[src/rtl/frogger_key_pkg.sv]
// frogger_key_pkg: HID/set-2 constants, FSM state types and the scan-to-HID map
package frogger_key_pkg;

    localparam logic [15:0] KEY_NONE  = 16'h0000;
    localparam logic [15:0] KEY_W     = 16'h001A;
    localparam logic [15:0] KEY_A     = 16'h0004;
    localparam logic [15:0] KEY_S     = 16'h0016;
    localparam logic [15:0] KEY_D     = 16'h0007;
    localparam logic [15:0] KEY_SPACE = 16'h002C;

    localparam logic [7:0] SC_E0    = 8'hE0;
    localparam logic [7:0] SC_F0    = 8'hF0;
    localparam logic [7:0] SC_W     = 8'h1D;
    localparam logic [7:0] SC_A     = 8'h1C;
    localparam logic [7:0] SC_S     = 8'h1B;
    localparam logic [7:0] SC_D     = 8'h23;
    localparam logic [7:0] SC_SPACE = 8'h29;
    localparam logic [7:0] SC_UP    = 8'h75;
    localparam logic [7:0] SC_LEFT  = 8'h6B;
    localparam logic [7:0] SC_DOWN  = 8'h72;
    localparam logic [7:0] SC_RIGHT = 8'h74;

    typedef enum logic [1:0] {IDLE, DATA, PARITY, STOP} frame_state_t;
    typedef enum logic [1:0] {NORM, EXT, BRK, EXT_BRK} byte_state_t;

    // Returns {mapped, hid}; arrows alias onto W/A/S/D
    function automatic logic [16:0] hid_map(input logic ext, input logic [7:0] code);
        case ({ext, code})
            {1'b0, SC_W}, {1'b1, SC_UP}:    hid_map = {1'b1, KEY_W};
            {1'b0, SC_A}, {1'b1, SC_LEFT}:  hid_map = {1'b1, KEY_A};
            {1'b0, SC_S}, {1'b1, SC_DOWN}:  hid_map = {1'b1, KEY_S};
            {1'b0, SC_D}, {1'b1, SC_RIGHT}: hid_map = {1'b1, KEY_D};
            {1'b0, SC_SPACE}:               hid_map = {1'b1, KEY_SPACE};
            default:                        hid_map = {1'b0, KEY_NONE};
        endcase
    endfunction

endpackage

[src/rtl/ps2_frame_rx.sv]
// ps2_frame_rx: conditions the PS/2 pins and deframes 11-bit frames into bytes
module ps2_frame_rx
    import frogger_key_pkg::*;
#(
    parameter int FILTER_LEN     = 8,
    parameter int TIMEOUT_CYCLES = 50000
) (
    input  logic       clk,
    input  logic       rst_n,
    input  logic       ps2_clk,
    input  logic       ps2_data,
    output logic       byte_valid,
    output logic [7:0] byte_data,
    output logic       frame_err
);

    localparam int CW = $clog2(TIMEOUT_CYCLES + 1);

    logic [1:0]            clk_s, dat_s;
    logic [FILTER_LEN-1:0] sh;
    logic                  lvl, fall, timeout, par_ok;
    logic [CW-1:0]         cnt;
    logic [2:0]            bit_cnt;
    logic [7:0]            sr;
    frame_state_t          st;

    assign fall      = lvl && (sh == '0);
    assign timeout   = (st != IDLE) && (cnt == CW'(TIMEOUT_CYCLES));
    assign byte_data = sr;

    // Two-flop synchronisers, then a shift filter that only accepts unanimous levels
    always_ff @(posedge clk or negedge rst_n)
        if (!rst_n) begin
            clk_s <= 2'b11;
            dat_s <= 2'b11;
            sh    <= '1;
            lvl   <= 1'b1;
        end else begin
            clk_s <= {clk_s[0], ps2_clk};
            dat_s <= {dat_s[0], ps2_data};
            sh    <= {sh[FILTER_LEN-2:0], clk_s[1]};
            lvl   <= (&sh) ? 1'b1 : (~|sh) ? 1'b0 : lvl;
        end

    // Timeout counter: runs only mid-frame, cleared by every falling edge
    always_ff @(posedge clk or negedge rst_n)
        if (!rst_n)
            cnt <= '0;
        else
            cnt <= (fall || timeout || st == IDLE) ? '0 : cnt + 1'b1;

    // Frame FSM; a timeout pre-empts any edge sampled in the same cycle
    always_ff @(posedge clk or negedge rst_n)
        if (!rst_n) begin
            st         <= IDLE;
            bit_cnt    <= '0;
            sr         <= '0;
            par_ok     <= 1'b0;
            byte_valid <= 1'b0;
            frame_err  <= 1'b0;
        end else begin
            byte_valid <= 1'b0;
            frame_err  <= 1'b0;
            if (timeout) begin
                frame_err <= 1'b1;
                st        <= IDLE;
            end else if (fall) begin
                case (st)
                    IDLE: if (!dat_s[1]) begin
                        st      <= DATA;
                        bit_cnt <= '0;
                    end
                    DATA: begin
                        sr      <= {dat_s[1], sr[7:1]};
                        bit_cnt <= bit_cnt + 3'd1;
                        if (bit_cnt == 3'd7) st <= PARITY;
                    end
                    PARITY: begin
                        par_ok <= ^{sr, dat_s[1]};
                        st     <= STOP;
                    end
                    STOP: begin
                        st <= IDLE;
                        if (dat_s[1] && par_ok) byte_valid <= 1'b1;
                        else frame_err <= 1'b1;
                    end
                endcase
            end
        end

endmodule

[src/rtl/ps2_keycode_decoder.sv]
// ps2_keycode_decoder: turns PS/2 set-2 make/break sequences into a held HID keycode
module ps2_keycode_decoder
    import frogger_key_pkg::*;
#(
    parameter int FILTER_LEN     = 8,
    parameter int TIMEOUT_CYCLES = 50000
) (
    input  logic        Clk,
    input  logic        Reset_n,
    input  logic        ps2_clk,
    input  logic        ps2_data,
    output logic [15:0] keycode,
    output logic        key_event,
    output logic        frame_err,
    output logic [7:0]  last_byte
);

    logic        byte_valid, is_ext, is_brk, is_pfx, do_make, do_clr;
    logic [7:0]  byte_data;
    logic [16:0] m;
    logic [15:0] key_next;
    byte_state_t bst, bst_next;

    ps2_frame_rx #(
        .FILTER_LEN    (FILTER_LEN),
        .TIMEOUT_CYCLES(TIMEOUT_CYCLES)
    ) u_rx (
        .clk       (Clk),
        .rst_n     (Reset_n),
        .ps2_clk   (ps2_clk),
        .ps2_data  (ps2_data),
        .byte_valid(byte_valid),
        .byte_data (byte_data),
        .frame_err (frame_err)
    );

    assign is_ext  = (bst == EXT) || (bst == EXT_BRK);
    assign is_brk  = (bst == BRK) || (bst == EXT_BRK);
    assign is_pfx  = (byte_data == SC_E0) || (byte_data == SC_F0);
    assign m       = hid_map(is_ext, byte_data);
    assign do_make = !is_brk && !is_pfx && m[16];
    assign do_clr  = is_brk && m[16] && (m[15:0] == keycode);

    // Next keycode and prefix state for the byte being delivered
    always_comb begin
        key_next = do_make ? m[15:0] : do_clr ? KEY_NONE : keycode;
        bst_next = (bst == NORM || bst == EXT)
                 ? ((byte_data == SC_F0) ? ((bst == EXT) ? EXT_BRK : BRK)
                    : (byte_data == SC_E0) ? EXT : NORM)
                 : NORM;
    end

    // Byte FSM and held keycode; key_event only when the value actually changes
    always_ff @(posedge Clk or negedge Reset_n)
        if (!Reset_n) begin
            bst       <= NORM;
            keycode   <= KEY_NONE;
            key_event <= 1'b0;
            last_byte <= '0;
        end else begin
            key_event <= 1'b0;
            if (byte_valid) begin
                bst       <= bst_next;
                last_byte <= byte_data;
                keycode   <= key_next;
                key_event <= (key_next != keycode);
            end
        end

endmodule

[config.mk]
export PLATFORM = sky130hd
export DESIGN_NAME = ps2_keycode_decoder
export DESIGN_NICKNAME = d
export VERILOG_FILES = /design/src/rtl/frogger_key_pkg.sv /design/src/rtl/ps2_frame_rx.sv /design/src/rtl/ps2_keycode_decoder.sv
export SDC_FILE = /design/constraint.sdc
export NUM_CORES = 1
export LEC_CHECK = 0
export CORE_ASPECT_RATIO = 0.75
export CORE_MARGIN = 2
export CORE_UTILIZATION = 58
export DETAILED_ROUTE_END_ITERATION = 10
export PLACE_DENSITY = 0.8
export SLEW_MARGIN = 5
export SYNTH_ARGS = -nofsm -noshare
export SYNTH_HDL_FRONTEND = slang
export SYNTH_SLANG_ARGS = --single-unit
[constraint.sdc]
create_clock -name Clk -period 2.9 [get_ports Clk]
set_clock_uncertainty 0.1 [all_clocks]
set_input_delay 0.58 -clock Clk [delete_from_list [all_inputs] [get_ports Clk]]
set_output_delay 0.58 -clock Clk [all_outputs]
set_load 0.02 [all_outputs]
# Word-level counts from Yosys, hierarchy flattened
# Index checks and enable logic that the tools add are counted.
# W data, S select, Z words.
totals:
  register_bits: 72
  output_inout_bits: 26
  input_bits: 4
  ramBits: 0
  wordCells: 101
  latch_bits: 0
  memories: 0
  mem_bits_ro: 0
classes:
  n_mul: 0
  eq_ne: 25
  add_sub_neg: 2
  div: 0
  n_reduce_logical: 32
  n_bitwise: 1
  n_mux: 26
  shift: 0
  order_cmp: 0
ops:
  columns: ["op", "n"]
  rows:
  - ["$pmux W17 S5", 1]
  - ["$mux W16", 3]
  - ["$eq A9 B9 Y1 const B", 4]
  - ["$eq A9 B5 Y1 const B", 3]
  - ["$eq A9 B6 Y1 const B", 2]
  - ["$add A16 B1 Y16 const B", 1]
  - ["$eq A16 B16 Y1", 1]
  - ["$eq A16 B16 Y1 const B", 1]
  - ["$eq A8 B8 Y1 const B", 2]
  - ["$ne A16 B16 Y1", 1]
  - ["$mux W1", 13]
  - ["$mux W2", 6]
  - ["$reduce_and A3 Y1", 3]
  - ["$reduce_xor A9 Y1", 1]
  - ["$eq A2 B2 Y1 const B", 4]
  - ["$logic_not A8 Y1", 1]
  - ["$pmux W2 S4", 1]
  - ["$reduce_and A8 Y1", 1]
  - ["$reduce_or A2 Y1", 4]
  - ["$reduce_or A8 Y1", 1]
  - ["$logic_and A1 B1 Y1", 7]
  - ["$logic_or A1 B1 Y1", 6]
  - ["$pmux W3 S2", 1]
  - ["$reduce_bool A2 Y1", 3]
  - ["12 further kinds", 15]

# Longest topological paths before layout
depth:
  word_depth: 11
  depth_mapped: 11
  ltp_nobuf: 9

# Hierarchy
# Synthesis repeated with hierarchy kept, for this count alone.
unflattened:
  cells_unflattened: 300
  hier_area_um2: 3548.4
by_module_without_submodules:
  columns: ["mod", "seq_area_each_um2", "area_per_inst_um2", "instances", "cells_each"]
  rows:
  - ["ps2_frame_rx", 1142.3, 2102.0, 1, 171]
  - ["ps2_keycode_decoder", 675.6, 1446.4, 1, 129]

# Worst setup path before layout
# No wires, ideal clock.
synth_timing:
  path_kind: "register to register"
  startpoint: "register u_rx.sr[4] (netlist: u_rx.byte_data[4])"
  endpoint: "register keycode[10]"
  stages_incl_launch_ff: 9
  setup_ps: 122
  arrival_time_ps: 2412
  required_ps: 2678
  path_slack_ps: 266
  path_buffers: 2
  synth_period_minus_slack_ps: 2634
  path_cell_list: "dfrtp_1 > buf_4 > or4b_4 > or3_2 > a311oi_1 > o211ai_1 > o21ai_4 > buf_6 > a21boi_2"
synth_between:
  elab_chain_len: 7
  word_cells_on_any_way: 25
  cone_classes: "eq/ne: 12; mux: 3; reduce/logical: 10"
synth_rtl:
  columns: ["element", "line_no", "source"]
  rows:
  - ["start, declared", "ps2_frame_rx.sv:24", "logic [7:0] sr;"]
  - ["start signal, assigned", "ps2_frame_rx.sv:74", "sr <= {dat_s[1], sr[7:1]};"]
  - ["$eq A9 B6 Y1, or another cell as far along", "frogger_key_pkg.sv:28", "case ({ext, code})"]
  - ["$reduce_or A2 Y1", "frogger_key_pkg.sv:28", null]
  - ["$pmux W17 S5", "frogger_key_pkg.sv:28", null]
  - ["$eq A16 B16 Y1 / $logic_and A1 B1 Y1 (equally long branches)", "ps2_keycode_decoder.sv:42", "assign do_clr = is_brk && m[16] && (m[15:0] == keycode);"]
  - ["$logic_and A1 B1 Y1", "ps2_keycode_decoder.sv:42", null]
  - ["$mux W16", "ps2_keycode_decoder.sv:46", "key_next = do_make ? m[15:0] : do_clr ? KEY_NONE : keycode;"]
  - ["$mux W16 (*)", "ps2_keycode_decoder.sv:46", null]
  - ["end signal, assigned", "ps2_keycode_decoder.sv:65", "keycode <= key_next;"]
  - ["end, declared", "ps2_keycode_decoder.sv:12", "output logic [15:0] keycode,"]
# Mark *: on every way between the ends. The rest lies on a longest branch, timed or not.
# A chain may end at the register's enable or synchronous reset.

# Final worst setup path
layout_timing:
  startpoint: "register u_rx.sr[2] (netlist: u_rx.byte_data[2])"
  endpoint: "register keycode[3]"
# The elaborated chain is that of the path after synthesis.

==> results.sh <==
export IMPL_drc=0
export IMPL_cts_max_level=3
export IMPL_drt_first_pass_iters=5
export IMPL_synth_cells=352
export IMPL_die_w_um=95.8
export IMPL_critPathCaptureType="flop"
export IMPL_min_path_type="in2async"
export IMPL_use_met1=0.344
export IMPL_ys_seq_area_frac=0.496
export IMPL_portBuffers=29
export IMPL_syn_to_final_growth_pct=16.7
export IMPL_cts_buffers_inserted=9
export IMPL_routed_via_density=5.72
export IMPL_finalHoldViolCount=0
export IMPL_track_usage=0.240
export IMPL_final_cells=474
export IMPL_clk_latency_ns=0.36
export IMPL_gp_congestion=0.910
export IMPL_tns_ns=0
export IMPL_drtIter0Drc=206
export IMPL_final_max_slew_viol_count=0
export IMPL_yosys_warnings=0
export IMPL_cts_hold_buffers=0
export IMPL_synth_cell_types=65
export IMPL_max_clock_freq_ghz=0.366
export IMPL_path_clk_slew_ns=0.09
export IMPL_num_antenna_cells=0
export IMPL_clockRootBuffer="clkbuf_8"
export IMPL_use_met3=0.0630
export IMPL_r2r_start="u_rx.byte_data[2]"
export IMPL_dieArea_mm2=0.00698
export IMPL_grt_pass1_vias=2577
export IMPL_startpoint_type="flop"
export IMPL_crit_path_max_incr_delay_ns=0.59
export IMPL_synthesis_area_mm2=0.00367
export IMPL_p_leak_nw=1.86
export IMPL_synthArstFlopShare=1.00
export IMPL_status="completed"
export IMPL_slowest_stage="or4b_4"
export IMPL_cts_max_path_buffers=2
export IMPL_busiest_layer="met2"
export IMPL_cts_sinks=72
export IMPL_path_max_fanout=17
export IMPL_n_fill_cell=465
export IMPL_use_met2=0.359
export IMPL_avgSynthCellArea_um2=10.4
export IMPL_route_final_wire_length_um=7590
export IMPL_drive_gt1_frac=0.196
export IMPL_r2r_cells=8
export IMPL_drt_wirelength_per_cell_um=16.0
export IMPL_worstMarginPinSlew_ns=0.559
export IMPL_io_pins=30
export IMPL_synth_flop_cell="dfrtp_1"
export IMPL_grt_setup_unrepaired="false"
export IMPL_finalSetupViolations=0
export IMPL_dr_total_vias=2712
export IMPL_dp_cells=458
export IMPL_min_period_ns=2.73
export IMPL_slew_headroom=0.623
export IMPL_crit_start="u_rx.byte_data[2]"
export IMPL_postRouteAntennaNets=0
export IMPL_grt_max_degree=73
export IMPL_hold_ws_ns=0.144
export IMPL_crit_type="reg2reg"
export IMPL_power_density_mw_per_mm2=494
export IMPL_max_vdd_ir_drop_mv=0.470
export IMPL_cap_violations=0
export IMPL_synth_edf_count=0
export IMPL_postCtsSetupBuffers=0
export IMPL_path_cells="or4b_4 -> nor4_4 -> mux2i_1 -> a2111oi_2 -> o211ai_1 -> o21ai_4 -> buf_12 -> o221ai_1"
export IMPL_core_area_mm2=0.00619
export IMPL_overflow=0
export IMPL_grt_pass1_wl_um=12700
export IMPL_die_y_um=72.9
export IMPL_rows=25
export IMPL_antenna_found_initial=0
export IMPL_cts_tree="built"
export IMPL_cp_arrival_ns=2.86
export IMPL_nNetsFinal=400
export IMPL_initial_core_util=0.592
export IMPL_synth_nets=364
export IMPL_cts_resized_gates=0
export IMPL_rrSetupSlack_ns=0.17
export IMPL_cp_required_ns=3.03
export IMPL_ys_ff_latch=72
export IMPL_hpwl_um=5250
export IMPL_post_route_period_util=0.941
per-stage QoR:
step | total power, W | setup slack (ns) | cell area [um^2] | utilization
finish | 0.00211 | 0.171 | 4280 | 0.691
global route | 0.00222 | 0.0482 | 4280 | 0.691
CTS | 0.00213 | 0.182 | 4280 | 0.691
detailed placement | 0.00136 | 0.196 | 4090 | 0.660
global placement | 0.00134 | 0.288 | 4090 | 0.660
floorplan | 0.00127 | 0.266 | 3670 | -
layout by cell type, fill, tap and decap left out, types with 4 or more instances in the layout:
cell             netlist  layout
xnor2_1               13      13
o221ai_1               4       4
inv_1                 19      19
nor3b_1                4       4
nor2_1                32      32
xor2_1                10      10
buf_4                  3      12
nand2_1               28      28
ha_1                   8       8
nor3_1                 5       5
nand4_1                5       5
nor4_1                 5       5
nand3_1               16      16
clkbuf_8               0       9
and3_1                 4       4
dfrtp_1               59      59
a21boi_2               7       7
mux2_2                13      13
clkdlybuf4s50_1        0      28
a21oi_1               13      13
o21ai_0               15      15
nand4b_1               4       4
dfstp_2               13      13
per-layer routing:
metal	share of wire	vias up
li1	-	1318
met1	0.47	1323
met2	0.46	61
met3	0.046	10
met4	0.016	0
met5	0	-
synth_stat cells, drive strengths merged, types with 3 or more instances:
library cell	instances	area, um^2
a21boi	11	109
a21oi	13	65.1
a22o	3	26.3
and3	5	32.5
buf	7	55.1
clkbuf	11	41.3
dfrtp	59	1480
dfstp	13	342
ha	8	100
inv	19	71.3
mux2	13	146
mux2i	3	30.0
nand2	28	105
nand3	16	80.1
nand4	5	31.3
nand4b	4	35.0
nor2	32	120
nor3	5	25.0
nor3b	4	30.0
nor4	6	52.6
o21ai	19	118
o221ai	4	35.0
or3	3	20.0
xnor2	13	114
xor2	10	87.6
final timing paths:
kind                                    to
min                        u_rx.byte_valid
max                             keycode[3]
max reg2reg                     keycode[3]
max in group asynchronous       u_rx.sh[4]
min in group Clk             u_rx.dat_s[1]
min reg2reg                  u_rx.dat_s[1]
sequential cells by signal, indices dropped and copies added (netlist names), 2 cells and up:
| signal | flops |
|---|---|
| u_rx.st | 2 |
| u_rx.sh | 8 |
| u_rx.cnt | 16 |
| u_rx.byte_data | 8 |
| bst | 2 |
| keycode | 16 |
| last_byte | 8 |
| u_rx.bit_cnt | 3 |
| u_rx.clk_s | 2 |
| u_rx.dat_s | 2 |
report_power, final:
group | switching, W | internal [W] | total (W)
sequential | 0.0000536 | 0.00106 | 0.00111
clock | 0.000440 | 0.000339 | 0.000779
combinational | 0.000142 | 0.0000822 | 0.000224
logic make-up after synthesis:
kind of cell	Yosys count	share of synthesized area
AOI/OAI and AO/OA	69	0.141
adders and majority gates	8	0.0273
muxes	16	0.0481
and+or+nand+nor	126	0.186
DFF	72	0.496
xor gates and xnor gates	23	0.0549
buffers and inverters	38	0.0467
worst max-delay path, delay by kind of cell, from the launching register on:
family | cells | cell delay, ns
compound gates | 4 | 0.87
buf+inv | 1 | 0.18
flops | 1 | 0.39
mux | 1 | 0.16
simple gates | 2 | 0.90
layout make-up:
type	count	area [um^2]	share of cell area
repair buffers	43	415	0.0970
clock buffers	9	124	0.0289
inverters	20	75.1	0.0175
clock inverters	7	68.8	0.0161
flip-flops and latches	72	1820	0.425
well taps	81	101	0.0237
multi-input cells	242	1680	0.392
No activity file was read; power rests on OpenSTA's default activity.
